**config.mk**
```make
export PLATFORM = sky130hd
export DESIGN_NAME = branch_unit
export DESIGN_NICKNAME = d
export VERILOG_FILES = /design/src/rtl/branch_unit.sv
export SDC_FILE = /design/constraint.sdc
export NUM_CORES = 1
export LEC_CHECK = 0
export ABC_CLOCK_PERIOD_IN_PS = 2300
export BUFFER_PORTS_ARGS = -buffer_cell sky130_fd_sc_hd__clkbuf_2
export CAP_MARGIN = 20
export CORE_MARGIN = 3
export CORE_UTILIZATION = 55
export CTS_BUF_LIST = sky130_fd_sc_hd__clkbuf_16
export CTS_CLUSTER_DIAMETER = 50
export DETAILED_ROUTE_END_ITERATION = 10
export PLACE_DENSITY = 0.88
export SLEW_MARGIN = 20
export SYNTH_ARGS = -nofsm -noshare
export SYNTH_HDL_FRONTEND = slang
export SYNTH_SLANG_ARGS = --single-unit
```
**constraint.sdc**
```tcl
create_clock -name clk -period 2.3 [get_ports clk]
set_clock_uncertainty 0.05 [all_clocks]
set_input_delay 0.115 -clock clk [delete_from_list [all_inputs] [get_ports clk]]
set_output_delay 0.115 -clock clk [all_outputs]
set_load 0.02 [all_outputs]
```
**src/rtl/branch_unit.sv**
```systemverilog
// ---------------------------------------------------------------------------
// branch_unit
//   Single registered stage that resolves RV conditional branches, JAL and
//   JALR. It produces the taken decision, redirect target, link value and
//   misprediction / misalignment / illegal flags for the fetch redirect and
//   writeback logic.
//
// Parameters
//   XLEN        operand / PC width (32 or 64)
//   ILEN_ALIGN  required target alignment in bytes (power of two)
//
// Ports
//   clk, rst_n        rising-edge clock, asynchronous active-low reset
//   in_valid/in_ready request handshake
//   op, func3         operation select (00 branch, 01 JAL, 10 JALR, 11 rsvd)
//   opa, opb          rs1 / rs2 values
//   pc, imm           instruction PC, sign-extended immediate
//   pred_taken        fetch-stage prediction
//   flush             kill held result and any same-cycle accept
//   out_valid/out_ready result handshake
//   taken, target, link, mispredict, misaligned, illegal   registered result
//
// Optional build macro
//   BRANCH_UNIT_STATS_EN adds 32-bit counters stat_branches, stat_taken and
//   stat_mispredict (accepted op=00 requests, taken results, mispredicts).
//
// Handshake: a transfer happens on a rising edge where valid and ready are
// both high. in_valid is not required to wait for in_ready; the result
// registers hold steady while out_valid is high and out_ready is low. flush
// overrides both sides: the held result is dropped and nothing is accepted.
// ---------------------------------------------------------------------------
module branch_unit #(
    parameter int XLEN       = 32,
    parameter int ILEN_ALIGN = 2
) (
    input  logic            clk,
    input  logic            rst_n,
    input  logic            in_valid,
    output logic            in_ready,
    input  logic [1:0]      op,
    input  logic [2:0]      func3,
    input  logic [XLEN-1:0] opa,
    input  logic [XLEN-1:0] opb,
    input  logic [XLEN-1:0] pc,
    input  logic [XLEN-1:0] imm,
    input  logic            pred_taken,
    input  logic            flush,
    output logic            out_valid,
    input  logic            out_ready,
    output logic            taken,
    output logic [XLEN-1:0] target,
    output logic [XLEN-1:0] link,
    output logic            mispredict,
    output logic            misaligned,
    output logic            illegal
`ifdef BRANCH_UNIT_STATS_EN
    ,
    output logic [31:0]     stat_branches,
    output logic [31:0]     stat_taken,
    output logic [31:0]     stat_mispredict
`endif
);

    localparam logic [1:0] OP_BRANCH = 2'b00;
    localparam logic [1:0] OP_JAL    = 2'b01;
    localparam logic [1:0] OP_JALR   = 2'b10;

    localparam logic [XLEN-1:0] ALIGN_MASK = XLEN'(ILEN_ALIGN - 1);

    typedef enum logic {
        ST_EMPTY = 1'b0,
        ST_FULL  = 1'b1
    } state_t;

    state_t state_q, state_d;

    logic            taken_q, taken_d;
    logic [XLEN-1:0] target_q, target_d;
    logic [XLEN-1:0] link_q, link_d;
    logic            mispredict_q, mispredict_d;
    logic            misaligned_q, misaligned_d;
    logic            illegal_q, illegal_d;

    logic            accept;

    // Combinational resolution of the request currently on the inputs.
    logic            res_taken;
    logic            res_illegal;
    logic [XLEN-1:0] res_target;
    logic            res_mispredict;
    logic            res_misaligned;
    logic [XLEN-1:0] pc_plus4;
    logic [XLEN-1:0] pc_rel;
    logic [XLEN-1:0] jalr_sum;
    logic            eq, lt_s, lt_u;

    always_comb begin
        pc_plus4    = pc + XLEN'(4);
        pc_rel      = pc + imm;
        jalr_sum    = opa + imm;
        eq          = (opa == opb);
        lt_s        = ($signed(opa) < $signed(opb));
        lt_u        = (opa < opb);
        res_taken   = 1'b0;
        res_illegal = 1'b0;

        case (op)
            OP_BRANCH: begin
                case (func3)
                    3'b000:  res_taken = eq;
                    3'b001:  res_taken = !eq;
                    3'b100:  res_taken = lt_s;
                    3'b101:  res_taken = !lt_s;
                    3'b110:  res_taken = lt_u;
                    3'b111:  res_taken = !lt_u;
                    default: res_illegal = 1'b1;
                endcase
            end
            OP_JAL:  res_taken = 1'b1;
            OP_JALR: res_taken = 1'b1;
            default: res_illegal = 1'b1;
        endcase

        // Not-taken (including illegal) falls through to pc+4 so the
        // consumer can always redirect to target on a mispredict.
        if (!res_taken) begin
            res_target = pc_plus4;
        end else if (op == OP_JALR) begin
            res_target = {jalr_sum[XLEN-1:1], 1'b0};
        end else begin
            res_target = pc_rel;
        end

        res_mispredict = !res_illegal && (res_taken != pred_taken);
        res_misaligned = res_taken && ((res_target & ALIGN_MASK) != '0);
    end

    // Two-state FSM: EMPTY or holding one result.
    always_comb begin
        in_ready = 1'b1;
        state_d  = state_q;
        if (state_q == ST_FULL) begin
            in_ready = out_ready;
        end
        accept = in_valid && in_ready && !flush;
        if (flush) begin
            state_d = ST_EMPTY;
        end else if (accept) begin
            state_d = ST_FULL;
        end else if ((state_q == ST_FULL) && out_ready) begin
            state_d = ST_EMPTY;
        end
    end

    // Result registers only load on accept, which keeps them stable under
    // backpressure and across flushes.
    always_comb begin
        taken_d      = taken_q;
        target_d     = target_q;
        link_d       = link_q;
        mispredict_d = mispredict_q;
        misaligned_d = misaligned_q;
        illegal_d    = illegal_q;
        if (accept) begin
            taken_d      = res_taken;
            target_d     = res_target;
            link_d       = pc_plus4;
            mispredict_d = res_mispredict;
            misaligned_d = res_misaligned;
            illegal_d    = res_illegal;
        end
    end

    always_ff @(posedge clk or negedge rst_n) begin
        if (!rst_n) begin
            state_q      <= ST_EMPTY;
            taken_q      <= 1'b0;
            target_q     <= '0;
            link_q       <= '0;
            mispredict_q <= 1'b0;
            misaligned_q <= 1'b0;
            illegal_q    <= 1'b0;
        end else begin
            state_q      <= state_d;
            taken_q      <= taken_d;
            target_q     <= target_d;
            link_q       <= link_d;
            mispredict_q <= mispredict_d;
            misaligned_q <= misaligned_d;
            illegal_q    <= illegal_d;
        end
    end

    assign out_valid  = (state_q == ST_FULL);
    assign taken      = taken_q;
    assign target     = target_q;
    assign link       = link_q;
    assign mispredict = mispredict_q;
    assign misaligned = misaligned_q;
    assign illegal    = illegal_q;

`ifdef BRANCH_UNIT_STATS_EN
    logic [31:0] stat_branches_q, stat_branches_d;
    logic [31:0] stat_taken_q, stat_taken_d;
    logic [31:0] stat_mispredict_q, stat_mispredict_d;

    always_comb begin
        stat_branches_d   = stat_branches_q;
        stat_taken_d      = stat_taken_q;
        stat_mispredict_d = stat_mispredict_q;
        if (accept) begin
            if (op == OP_BRANCH) begin
                stat_branches_d = stat_branches_q + 32'd1;
            end
            if (res_taken) begin
                stat_taken_d = stat_taken_q + 32'd1;
            end
            if (res_mispredict) begin
                stat_mispredict_d = stat_mispredict_q + 32'd1;
            end
        end
    end

    always_ff @(posedge clk or negedge rst_n) begin
        if (!rst_n) begin
            stat_branches_q   <= '0;
            stat_taken_q      <= '0;
            stat_mispredict_q <= '0;
        end else begin
            stat_branches_q   <= stat_branches_d;
            stat_taken_q      <= stat_taken_d;
            stat_mispredict_q <= stat_mispredict_d;
        end
    end

    assign stat_branches   = stat_branches_q;
    assign stat_taken      = stat_taken_q;
    assign stat_mispredict = stat_mispredict_q;
`endif

endmodule

```
After elaboration in Yosys (flattened, before gate mapping) --
Index checks and enable logic that the tools add are counted.
Word-level totals: output and inout port bits 70, flip-flop bits (word level) 69
Operators by class: order comparisons 2, mux-type cells 10, reductions and logical operators 15, equal/unequal tests 9, add/subtract/negate cells 3
Operators by type and width (count):
- adder 32 bit | 2
- < comparator 32 bit | 2
- 2-to-1 mux 32 bit | 2
- adder 32 x 3 -> 32 bit, second input constant | 1
- == test 32 bit | 1
- == test 3 bit, second input constant | 4
- case mux 1 bit (6 select lines) | 1
- OR reduction 6 bit | 1
- logical AND 1 bit | 5
- zero test 1 bit | 5
- 2-to-1 mux 1 bit | 5
- case mux 1 bit (2 select lines) | 2
- == test 3 x 1 -> 1 bit, second input constant | 1
- zero test 3 bit | 1
- nonzero test 3 bit | 1
- == test 2 x 1 -> 1 bit, second input constant | 1
- == test 2 bit, second input constant | 1
- zero test 2 bit | 1
- OR reduction 2 bit | 1
- != test 1 bit | 1

Depth between registers and ports, before layout --
Gate-level depths: netlist of the first run.
depth in word-level cells 6, depth in mapped cells 13, depth with buffers taken out 12

Worst setup path after synthesis of the first run --
No wires, ideal clock.
path kind input to register, from input opb[28], to register target_q[16] (netlist: target[16]), stages on the path 13, arrival 2.622 ns, buffers on the path 2, path slack -0.496 ns, cells stage by stage inv_1 ha_1 a21o_1 a21oi_2 nor2_1 or4_4 a21o_1 a2111o_1 o311a_1 buf_6 buf_12 mux2i_1 mux2_2
On the way: cells in the longest elaborated chain, start to end 5, elaborated cells between the ends (all ways) 9, those cells by class 2 x order compare; 1 x eq/ne; 3 x mux; 3 x reduce/logical
Ends and longest elaborated chain:
- start: declaration | RTL line 43 | input logic [XLEN-1:0] opb,
- < comparator 32 bit, or another cell as far along | RTL line 103 | lt_u = (opa < opb);
- zero test 1 bit (on tied branches) | RTL line 115, 111, 113
- case mux 1 bit (6 select lines) (*) | RTL line 109 | case (func3)
- case mux 1 bit (2 select lines) (*) | RTL line 107 | case (op)
- 2-to-1 mux 32 bit (*) | RTL line 126 | if (!res_taken) begin
- end signal: assignment | RTL line 186 | target_q <= target_d;
- end: declaration | RTL line 78 | logic [XLEN-1:0] target_q, target_d;
Every way passes the cells marked *; elsewhere a longest branch is shown, timed or not. A chain may end at the register's enable or synchronous reset.

Worst setup path in the final report of the first run --
from input opa[22], to register target_q[21] (netlist: target[21])
On the way: cells in the longest elaborated chain, start to end 5, elaborated cells between the ends (all ways) 9, those cells by class 2 x order compare; 1 x eq/ne; 3 x mux; 3 x reduce/logical
Ends and longest elaborated chain:
- start: declaration | RTL line 42 | input logic [XLEN-1:0] opa,
- < comparator 32 bit, or another cell as far along | RTL line 103
- zero test 1 bit (on tied branches) | RTL line 115, 111, 113
- case mux 1 bit (6 select lines) (*) | RTL line 109
- case mux 1 bit (2 select lines) (*) | RTL line 107
- 2-to-1 mux 32 bit (*) | RTL line 126
Marked as above.

==> results.txt, run 1 <==
EDFF count, synth = 0
Area Overhead vs Synth = 54.8%
nets@finish = 1697
pre-CTS WS = -0.801 ns
DR WL/cell = 21.7 um
synthesized cell area = 0.00791 mm2
Synth Net Count = 1245
DRT Pass-1 Iters = 7
Cell Pwr Density = 527 mW/mm2
fin crit period = 2.99 ns
CTS Root Cell = clkbuf_16
most used cell along the critical path = a22o_1
switching share of power = 0.418
row count = 43
clock share of power = 0.197
I/O pin total = 209
CP Capture Type = flip-flop
CTS H-Tree Depth = 3
Core Region = 0.0140 mm2
cell taking the most area after synthesis = dfrtp_1
final count of hold timing violations = 0
Routed WL = 35.6 mm
IO buf count = 208
Via Count = 10.6k
Comb pwr share = 0.552
CP Max Fanout = 8
status = finished with violations
CP Class = primary input to flip-flop
first-pass GRT wire length = 48.0 mm
initial antenna violation count = 0
die width = 126 um
MaxCap Viol Count = 0
clock sink count = 69
clock latency on the worst-skew pair = 0.33 ns
die area = 0.0159 mm2
Final Slew Violations = 0
required time worst endpoint = 2.47 ns
share of layout cells above drive strength 1 = 0.408
Worst setup SP type = primary input
n_diodes = 0
Final setup viols = 37
pin count of the biggest net entering global routing = 72
Int Power = 0.00375 W
post-route ant nets = 0
die height = 126 um
register bit count reported by yosys = 69
fin crit share = 1.30
top post-synthesis cells by count = 119 x nand2_1, 97 x ha_1, 79 x a21oi_1
vias per cell = 6.47
detailed placer's ending HPWL = 23.4 mm
Most used DFF post-synth = dfrtp_1
share of the synthesized area in the top cell type = 0.218
final setup margin = -0.694 ns
Max clock buf depth = 2
Async SR Flop Fraction = 1.00
part of the Yosys area used for sequential elements = 0.218
failing checks = negative setup slack
Yosys cell types = 68
crit-path max cell delay = 0.46 ns
initial drt markers = 1457
Sequential Power Share = 0.251
Power Total = 0.00645 W
synth top area cells = dfrtp_1 22%, ha_1 15%, nand2_1 5.6%
Worst Path Arrival = 3.16 ns
CP max-delay cell = or4_4
residual DRC count = 0
Initial Utilization = 0.565
gr usage total = 0.368
worst vdd ir = 0.457 mV
GR Overflow Total = 0
vias in the first global route = 9588
CTS tree = done
Max Clk Rate = 334 MHz
CP cell instances = clkbuf_2 > ha_4 > nand4_1 > nor3_1 > a22o_1 > or4_4 > a2111oi_2 > a2111o_1 > buf_6 > o311a_4 > buf_16 > o211ai_1 > a22o_1
NetSw = 0.00270 W
Mean Syn Cell Area = 7.85 um2
headroom to the max-slew limit = 0.557
fillcell total = 707
unrepaired setup endpoints after global routing = yes
CTS Buf Count = 9
Hold Crit Class = primary input to flip-flop
CTS clk-pin slew, worst paths = 0.06 ns
worst-margin pin slew = 0.656 ns
GP Congestion = 0.982
CP delay by family, top = compound AO/OA/AOI/OAI gates
synth warn = 0
most frequent cell after synthesis = nand2_1
crit path buf inv count = 3
Pleak = 6.12 nW
Post-Syn Instances = 1007
[path summary, 6_finish.rpt]
path / start / to / slack (ns) / cells past startpoint
max: opa[22] / target[21] / -0.69 / 13
max in group asynchronous: rst_n / illegal / 1.62 / 3
min in group asynchronous: rst_n / link[0] / 0.27 / 3
max reg2reg: out_valid / target[20] / 0.17 / 7
min reg2reg: taken / taken / 0.42 / 2
min: pc[0] / link[0] / 0.11 / 4
[registers in the layout, summed over array words and instances, names as in the netlist]
| name | count |
|---|---|
| illegal | 1 |
| link | 32 |
| misaligned | 1 |
| mispredict | 1 |
| out_valid | 1 |
| taken | 1 |
| target | 32 |
[power by group through the flow]
stage                     logic (W)  clock network [W]  registers [W]
after global routing        0.00375            0.00131        0.00163
final                       0.00356            0.00127        0.00162
after global placement      0.00290                  0        0.00160
after floorplan             0.00145                  0        0.00186
after detailed placement    0.00302                  0        0.00161
after CTS                   0.00311            0.00122        0.00160
[timing repair]
action / in CTS / in global routing
gates resized for setup: 13 / 108
cloned: 1 / 3
pin swaps: 3 / 43
setup endpoints to repair: 35 / 35
hold buffers: 3 / 0
endpoints found under the hold margin: 70 / 0
buffers inserted: 2 / 14
[metal layers]
| layer | vias up | track usage | wire [um] |
|---|---|---|---|
| met4 | 0 | 0.126 | 2140 |
| li1 | 4603 | - | - |
| met1 | 4850 | 0.495 | 12900 |
| met2 | 948 | 0.624 | 16500 |
| met5 | - | 0 | 0 |
| met3 | 238 | 0.0344 | 4040 |
[cells in the final DEF, fill, tap and decap left out, types with 12 or more instances in the layout]
master and count:
a21o_1 33, a21oi_1 67, a21oi_2 13, and3_1 20, buf_4 241, buf_6 29, clkbuf_2 189, dfrtp_1 69
ha_1 69, ha_4 26, inv_1 36, inv_2 12, mux2i_1 16, nand2_1 118, nand3_1 34, nand4_1 17
nor2_1 73, nor3_1 21, o211ai_1 21, o21ai_0 54, o21ai_1 15, xnor2_1 36, xor2_1 35
[cell type report]
cell class                      count  area [um2]  share of cell area
Clock buffer                        9         225              0.0184
Clock inverter                      7        35.0             0.00286
Inverter                           53         214              0.0175
Multi-Input combinational cell    852        6480               0.529
Sequential cell                    69        1730               0.141
Tap cell                          180         225              0.0184
Timing Repair Buffer              474        3330               0.272
[kinds of logic after synthesis]
family	Yosys count	synth area share
DFF	69	0.218
xor gates and xnor gates	72	0.0797
muxes	28	0.0377
and+or+nand+nor	342	0.206
adders and majority gates	99	0.159
AOI/OAI and AO/OA	311	0.256
buffers and inverters	86	0.0443
[metrics by stage]
stage	util	hold WS (ns)	area [um2]	TNS (ns)	instances
2_1_floorplan	-	-0.231	8230	-8.85	1007
3_3_place_gp	0.801	0.107	11200	-17.07	1605
3_5_place_dp	0.801	0.111	11200	-20.73	1605
4_1_cts	0.829	0.0766	11600	-6.73	1627
5_1_grt	0.875	0.125	12200	-21.25	1644
6_report	0.875	0.111	12200	-18.27	1644
[worst register-to-register path: cells and delay by family (launching register included)]
family | cells | cell delay [ns]
AND/OR/NAND/NOR | 3 | 0.87
buffers and inverters | 2 | 0.47
AO/OA/AOI/OAI | 2 | 0.33
flip-flops | 1 | 0.34
(Power assumes the default switching activity.)
==> run 2, diff against run 1 <==
--- a/config.mk
+++ b/config.mk
@@ -5,7 +5,7 @@
 export SDC_FILE = /design/constraint.sdc
 export NUM_CORES = 1
 export LEC_CHECK = 0
-export ABC_CLOCK_PERIOD_IN_PS = 2300
+export ABC_CLOCK_PERIOD_IN_PS = 2800
 export BUFFER_PORTS_ARGS = -buffer_cell sky130_fd_sc_hd__clkbuf_2
 export CAP_MARGIN = 20
 export CORE_MARGIN = 3
@@ -13,6 +13,7 @@
 export CTS_BUF_LIST = sky130_fd_sc_hd__clkbuf_16
 export CTS_CLUSTER_DIAMETER = 50
 export DETAILED_ROUTE_END_ITERATION = 10
+export GPL_TIMING_DRIVEN = 0
 export PLACE_DENSITY = 0.88
 export SLEW_MARGIN = 20
 export SYNTH_ARGS = -nofsm -noshare
==> constraint.sdc (replaced) <==
create_clock -name clk -period 2.8 [get_ports clk]
set_clock_uncertainty 0.05 [all_clocks]
set_input_delay 0.14 -clock clk [delete_from_list [all_inputs] [get_ports clk]]
set_output_delay 0.14 -clock clk [all_outputs]
set_load 0.02 [all_outputs]
==> results.txt, run 2 (synthesis gave the netlist of run 1 again) <==
most frequent cells in the layout = 199 x clkbuf_2, 119 x nand2_1, 78 x ha_1
nets@finish = 1478 (-13%)
Int Power = 0.00268 W (-28%)
crit-path max cell delay = 0.47 ns (about the same)
detailed placer's ending HPWL = 21.5 mm (-8.3%)
required time worst endpoint = 2.97 ns (+0.50 ns)
failing checks = negative setup slack
clock share of power = 0.230 (+0.033)
vias per cell = 6.20 (-4.3%)
Routed WL = 27.2 mm (-23%)
CP max-delay cell = a2111o_1
most used cell along the critical path = buf_6
cell area after layout = 0.0101 mm2 (-18%)
clock latency on the worst-skew pair = 0.33 ns (about the same)
CP Capture Type = flip-flop
fillcell total = 1159 (+64%)
DRT Pass-1 Iters = 5 (-2)
worst vdd ir = 0.384 mV (-16%)
crit path buf inv count = 3 (unchanged)
Hold Crit Class = primary input to flip-flop
Worst setup SP type = primary input
IO buf count = 208 (unchanged)
share of layout cells above drive strength 1 = 0.245 (-0.163)
initial antenna violation count = 0 (unchanged)
CP Max Fanout = 5 (-3)
final setup margin = -0.101 ns (+0.593 ns)
Worst Path Arrival = 3.07 ns (-0.09 ns)
gr usage total = 0.321 (-0.0477)
Area after DPL = 0.00921 mm2 (-18%)
Area Overhead vs Synth = 27.1%
status = finished with violations
CTS tree = done
residual DRC count = 0 (unchanged)
Final setup viols = 8 (-78%)
headroom to the max-slew limit = 0.433 (-0.124)
vias in the first global route = 8186 (-15%)
fin crit share = 1.04
fin crit period = 2.90 ns
CTS H-Tree Depth = 3 (unchanged)
die height = 126 um (unchanged)
CTS Root Cell = clkbuf_16
Layout Cells excl Fill = 1425 (-13%)
clock sink count = 69 (unchanged)
GR Overflow Total = 0 (unchanged)
Comb pwr share = 0.485 (-0.067)
CP cell instances = buf_6 > ha_4 > nand4_1 > nor4_4 > a21boi_1 > o21bai_1 > o21bai_2 > a2111o_1 > o311a_1 > buf_6 > buf_12 > mux2i_4 > mux2_4
Sequential Power Share = 0.285 (+0.034)
CP Class = primary input to flip-flop
Final Slew Violations = 0 (unchanged)
CP delay by family, top = compound AO/OA/AOI/OAI gates
setup TNS = -0.266 ns (+18.00 ns)
DR WL/cell = 19.1 um (-12%)
Core Region = 0.0140 mm2 (unchanged)
Max clock buf depth = 2 (unchanged)
worst-margin pin slew = 0.846 ns (+0.190 ns)
unrepaired setup endpoints after global routing = yes
pin count of the biggest net entering global routing = 52 (-28%)
MaxCap Viol Count = 0 (unchanged)
n_diodes = 0 (unchanged)
Via Count = 8828 (-17%)
initial drt markers = 776 (-47%)
Initial Utilization = 0.565 (unchanged)
Pleak = 4.84 nW (-21%)
CTS clk-pin slew, worst paths = 0.06 ns (about the same)
Max Clk Rate = 345 MHz
first-pass GRT wire length = 41.8 mm (-13%)
NetSw = 0.00193 W (-29%)
die area = 0.0159 mm2 (unchanged)
placed cell count = 1396 (-13%)
post-route ant nets = 0 (unchanged)
Layout Utilization = 0.719 (-0.156)
GP Congestion = 0.944 (-3.8%)
die width = 126 um (unchanged)
I/O pin total = 209 (unchanged)
Cell Pwr Density = 459 mW/mm2 (-13%)
switching share of power = 0.418 (about the same)
row count = 43 (unchanged)
final count of hold timing violations = 0 (unchanged)
CTS Buf Count = 9 (unchanged)
most common cell after layout, fill and taps aside = clkbuf_2
[run 2: cell count changes in the layout (fill, tap and decap cells not counted), moves of 10 or more]
cell      change
clkbuf_2     +10
buf_4       -228
clkbuf_1     +27
buf_6        -21
inv_1        +13
o21ai_0      +12
[run 2: worst min-delay path, cell delays in order]
cell	delay [ns]
clkbuf_2	0.13
nand2_1	0.07
nand2_1	0.04
[run 2: final cells by class]
type | instances | area, um2 | share of cell area
plain buffers | 32 | 163 | 0.0162
well taps | 180 | 225 | 0.0224
flip-flops and latches | 69 | 1730 | 0.172
clock inverters | 7 | 52.6 | 0.00523
clock buffers | 9 | 225 | 0.0224
multi-input cells | 852 | 6210 | 0.617
inverters | 53 | 201 | 0.0200
repair buffers | 223 | 1250 | 0.125
[run 2: per-layer routing]
metal,track usage,part of all wire,wire [um],vias up
met5,0,0,0,-
li1,-,-,-,4171
met3,0.0424,0.10,2740,67
met1,0.452,0.42,11500,4084
met2,0.522,0.45,12300,506
met4,0.0833,0.024,650,0
[run 2: final timing paths]
path | startpoint | end | slack (ns) | cells past startpoint
min in group asynchronous | rst_n | link[1] | 0.21 | 2
hold / removal | pc[0] | link[0] | 0.03 | 3
setup / recovery | opa[13] | target[16] | -0.10 | 13
hold reg to reg | link[22] | link[22] | 0.43 | 2
setup reg to reg | out_valid | target[19] | 0.52 | 7
max in group asynchronous | rst_n | mispredict | 1.96 | 3
[run 2: power by group through the flow]
stage | logic [W] | clock network (W) | registers [W]
finish | 0.00224 | 0.00106 | 0.00131
global route | 0.00243 | 0.00109 | 0.00133
CTS | 0.00210 | 0.00105 | 0.00131
detailed placement | 0.00203 | 0 | 0.00132
global placement | 0.00197 | 0 | 0.00131
floorplan | 0.00111 | 0 | 0.00153
[run 2: per-stage QoR]
step           power [W]  worst slack (ns)  hold slack, ns
6_report         0.00461            -0.101          0.0292
5_1_grt          0.00485            -0.177          0.0427
4_1_cts          0.00446           0.00149          0.0225
3_5_place_dp     0.00335            -0.856          0.0212
2_1_floorplan    0.00263            0.0233          -0.206
3_3_place_gp     0.00329            -0.820           0.292
[run 2: timing repair]
action | 4_1_cts | 5_1_grt
cloned | 0 | 1
endpoints found under the hold margin | 23 | 0
gates resized for setup | 23 | 66
setup buffers | 3 | 8
endpoints found under the setup margin | 35 | 34
pin swaps | 4 | 25
hold buffers | 2 | 0
==> run 3, diff against run 2 <==
--- a/config.mk
+++ b/config.mk
@@ -5,7 +5,7 @@
 export SDC_FILE = /design/constraint.sdc
 export NUM_CORES = 1
 export LEC_CHECK = 0
-export ABC_CLOCK_PERIOD_IN_PS = 2800
+export ABC_CLOCK_PERIOD_IN_PS = 3600
 export BUFFER_PORTS_ARGS = -buffer_cell sky130_fd_sc_hd__clkbuf_2
 export CAP_MARGIN = 20
 export CORE_MARGIN = 3
==> constraint.sdc (replaced) <==
create_clock -name clk -period 3.6 [get_ports clk]
set_clock_uncertainty 0.05 [all_clocks]
set_input_delay 0.18 -clock clk [delete_from_list [all_inputs] [get_ports clk]]
set_output_delay 0.18 -clock clk [all_outputs]
set_load 0.02 [all_outputs]
==> results.txt, run 3 (synthesis gave the netlist of run 1 again) <==
status = completed
Worst Path Arrival = 3.55 ns (+0.48 ns)
clock sink count = 69 (unchanged)
row count = 43 (unchanged)
CTS Root Cell = clkbuf_16
share of layout cells above drive strength 1 = 0.204 (-0.0408)
NetSw = 0.00143 W (-26%)
nets@finish = 1467 (-0.74%)
GR Overflow Total = 0 (unchanged)
IO buf count = 208 (unchanged)
Pleak = 4.74 nW (-2.2%)
Core Region = 0.0140 mm2 (unchanged)
switching share of power = 0.400 (-0.0185)
GP Congestion = 0.979 (+3.7%)
die width = 126 um (unchanged)
routing usage on met3 = 0.0318 (-0.0106)
die height = 126 um (unchanged)
Final setup viols = 0 (-8)
Cell Pwr Density = 375 mW/mm2 (-18%)
Comb pwr share = 0.447 (-0.038)
worst-margin pin slew = 0.882 ns (+0.0355 ns)
Layout Utilization = 0.684 (-0.0350)
initial drt markers = 734 (-5.4%)
Post-CTS Setup Repair Bufs = 0 (-3)
Routed WL = 25.5 mm (-6.5%)
required time worst endpoint = 3.71 ns (+0.74 ns)
clock share of power = 0.268 (+0.038)
Layout Cells excl Fill = 1414 (-0.77%)
detailed placer's ending HPWL = 20.8 mm (-3.2%)
DRT Pass-1 Iters = 5 (unchanged)
vias in the first global route = 7805 (-4.7%)
Worst setup SP type = primary input
Power Total = 0.00359 W (-22%)
Final Slew Violations = 0 (unchanged)
first-pass GRT wire length = 40.2 mm (-3.7%)
met2 Track Usage GR = 0.499 (-0.0232)
DR WL/cell = 18.0 um (-5.7%)
CP Capture Type = flip-flop
Area Overhead vs Synth = 20.9%
unrepaired setup endpoints after global routing = no
initial antenna violation count = 0 (unchanged)
gr usage total = 0.310 (-0.0110)
fillcell total = 1203 (+3.8%)
setup TNS = 0 ns (+0.266 ns)
most common cell after layout, fill and taps aside = clkbuf_2
MaxCap Viol Count = 0 (unchanged)
headroom to the max-slew limit = 0.397 (-0.0364)
Initial Utilization = 0.565 (unchanged)
n_diodes = 0 (unchanged)
Max Clk Rate = 291 MHz
final count of hold timing violations = 0 (unchanged)
clock latency on the worst-skew pair = 0.33 ns (about the same)
I/O pin total = 209 (unchanged)
fin crit share = 0.955
Area after DPL = 0.00921 mm2 (unchanged)
CTS tree = done
flop2flop setup slack = 1.28 ns (+0.76 ns)
CTS Buf Count = 9 (unchanged)
cell area after layout = 0.00956 mm2 (-4.9%)
met1 GRT Util = 0.450 (-0.00149)
die area = 0.0159 mm2 (unchanged)
worst vdd ir = 0.264 mV (-31%)
CTS H-Tree Depth = 3 (unchanged)
post-route ant nets = 0 (unchanged)
Hold Crit Class = primary input to flip-flop
placed cell count = 1396 (unchanged)
fin crit period = 3.44 ns
residual DRC count = 0 (unchanged)
pin count of the biggest net entering global routing = 55 (+5.8%)
Sequential Power Share = 0.285 (about the same)
most frequent cells in the layout = 207 x clkbuf_2, 119 x nand2_1, 97 x ha_1
vias per cell = 6.11 (-1.3%)
CTS clk-pin slew, worst paths = 0.06 ns (about the same)
CP Max Fanout = 4 (-1)
Int Power = 0.00215 W (-20%)
Via Count = 8646 (-2.1%)
CP Class = primary input to flip-flop
Max clock buf depth = 2 (unchanged)
busiest metal layer after global routing = met2
[run 3: area by class of cell]
class                           instances  area, um2  area share
Clock inverter                          7       98.8      0.0103
Buffer                                 33        151      0.0158
Inverter                               53        199      0.0208
Clock buffer                            9        225      0.0235
Sequential cell                        69       1730       0.181
Tap cell                              180        225      0.0235
Timing Repair Buffer                  211       1090       0.114
Multi-Input combinational cell        852       5850       0.611
[run 3: power groups by stage]
stage | sequential, W | clock (W) | combinational (W)
after floorplan | 0.00119 | 0 | 0.000861
after global placement | 0.00102 | 0 | 0.00153
after detailed placement | 0.00103 | 0 | 0.00156
after CTS | 0.00102 | 0.000956 | 0.00158
after global routing | 0.00104 | 0.000988 | 0.00176
final | 0.00102 | 0.000962 | 0.00161
[run 3: critical path: stages]
cell,delay [ns]
clkbuf_2,0.14
ha_1,0.22
inv_1,0.06
fa_1,0.39
nand2b_1,0.18
a21oi_1,0.21
o211a_1,0.23
o21ai_0,0.18
and2_1,0.27
o211ai_1,0.21
mux2_2,0.35
a2111oi_0,0.68
o21ai_0,0.24
[run 3: worst paths after layout]
path,start,to,depth (start not counted)
setup reg to reg,out_valid,target[30],7
setup / recovery,pc[0],target[30],13
hold reg to reg,link[28],link[28],2
hold / removal,in_valid,out_valid,3
min in group asynchronous,rst_n,link[0],2
max in group asynchronous,rst_n,link[30],3
[run 3: layer usage]
layer / vias up / share of wire
met5: - / 0
met4: 0 / 0.024
met3: 53 / 0.097
met2: 470 / 0.44
met1: 3968 / 0.44
li1: 4155 / -
[run 3: timing repair]
action	4_1_cts	5_1_grt
setup endpoints to repair	0	3
hold buffers	2	0
resized for setup	0	1
hold endpoints to repair	16	0
[run 3: through the flow]
step	hold slack (ns)	setup WS, ns
final	0.0527	0.162
after global routing	0.0769	0.0993
after CTS	0.0552	0.283
after detailed placement	0.0445	-0.0434
after global placement	0.324	-0.0150
after floorplan	-0.166	0.739
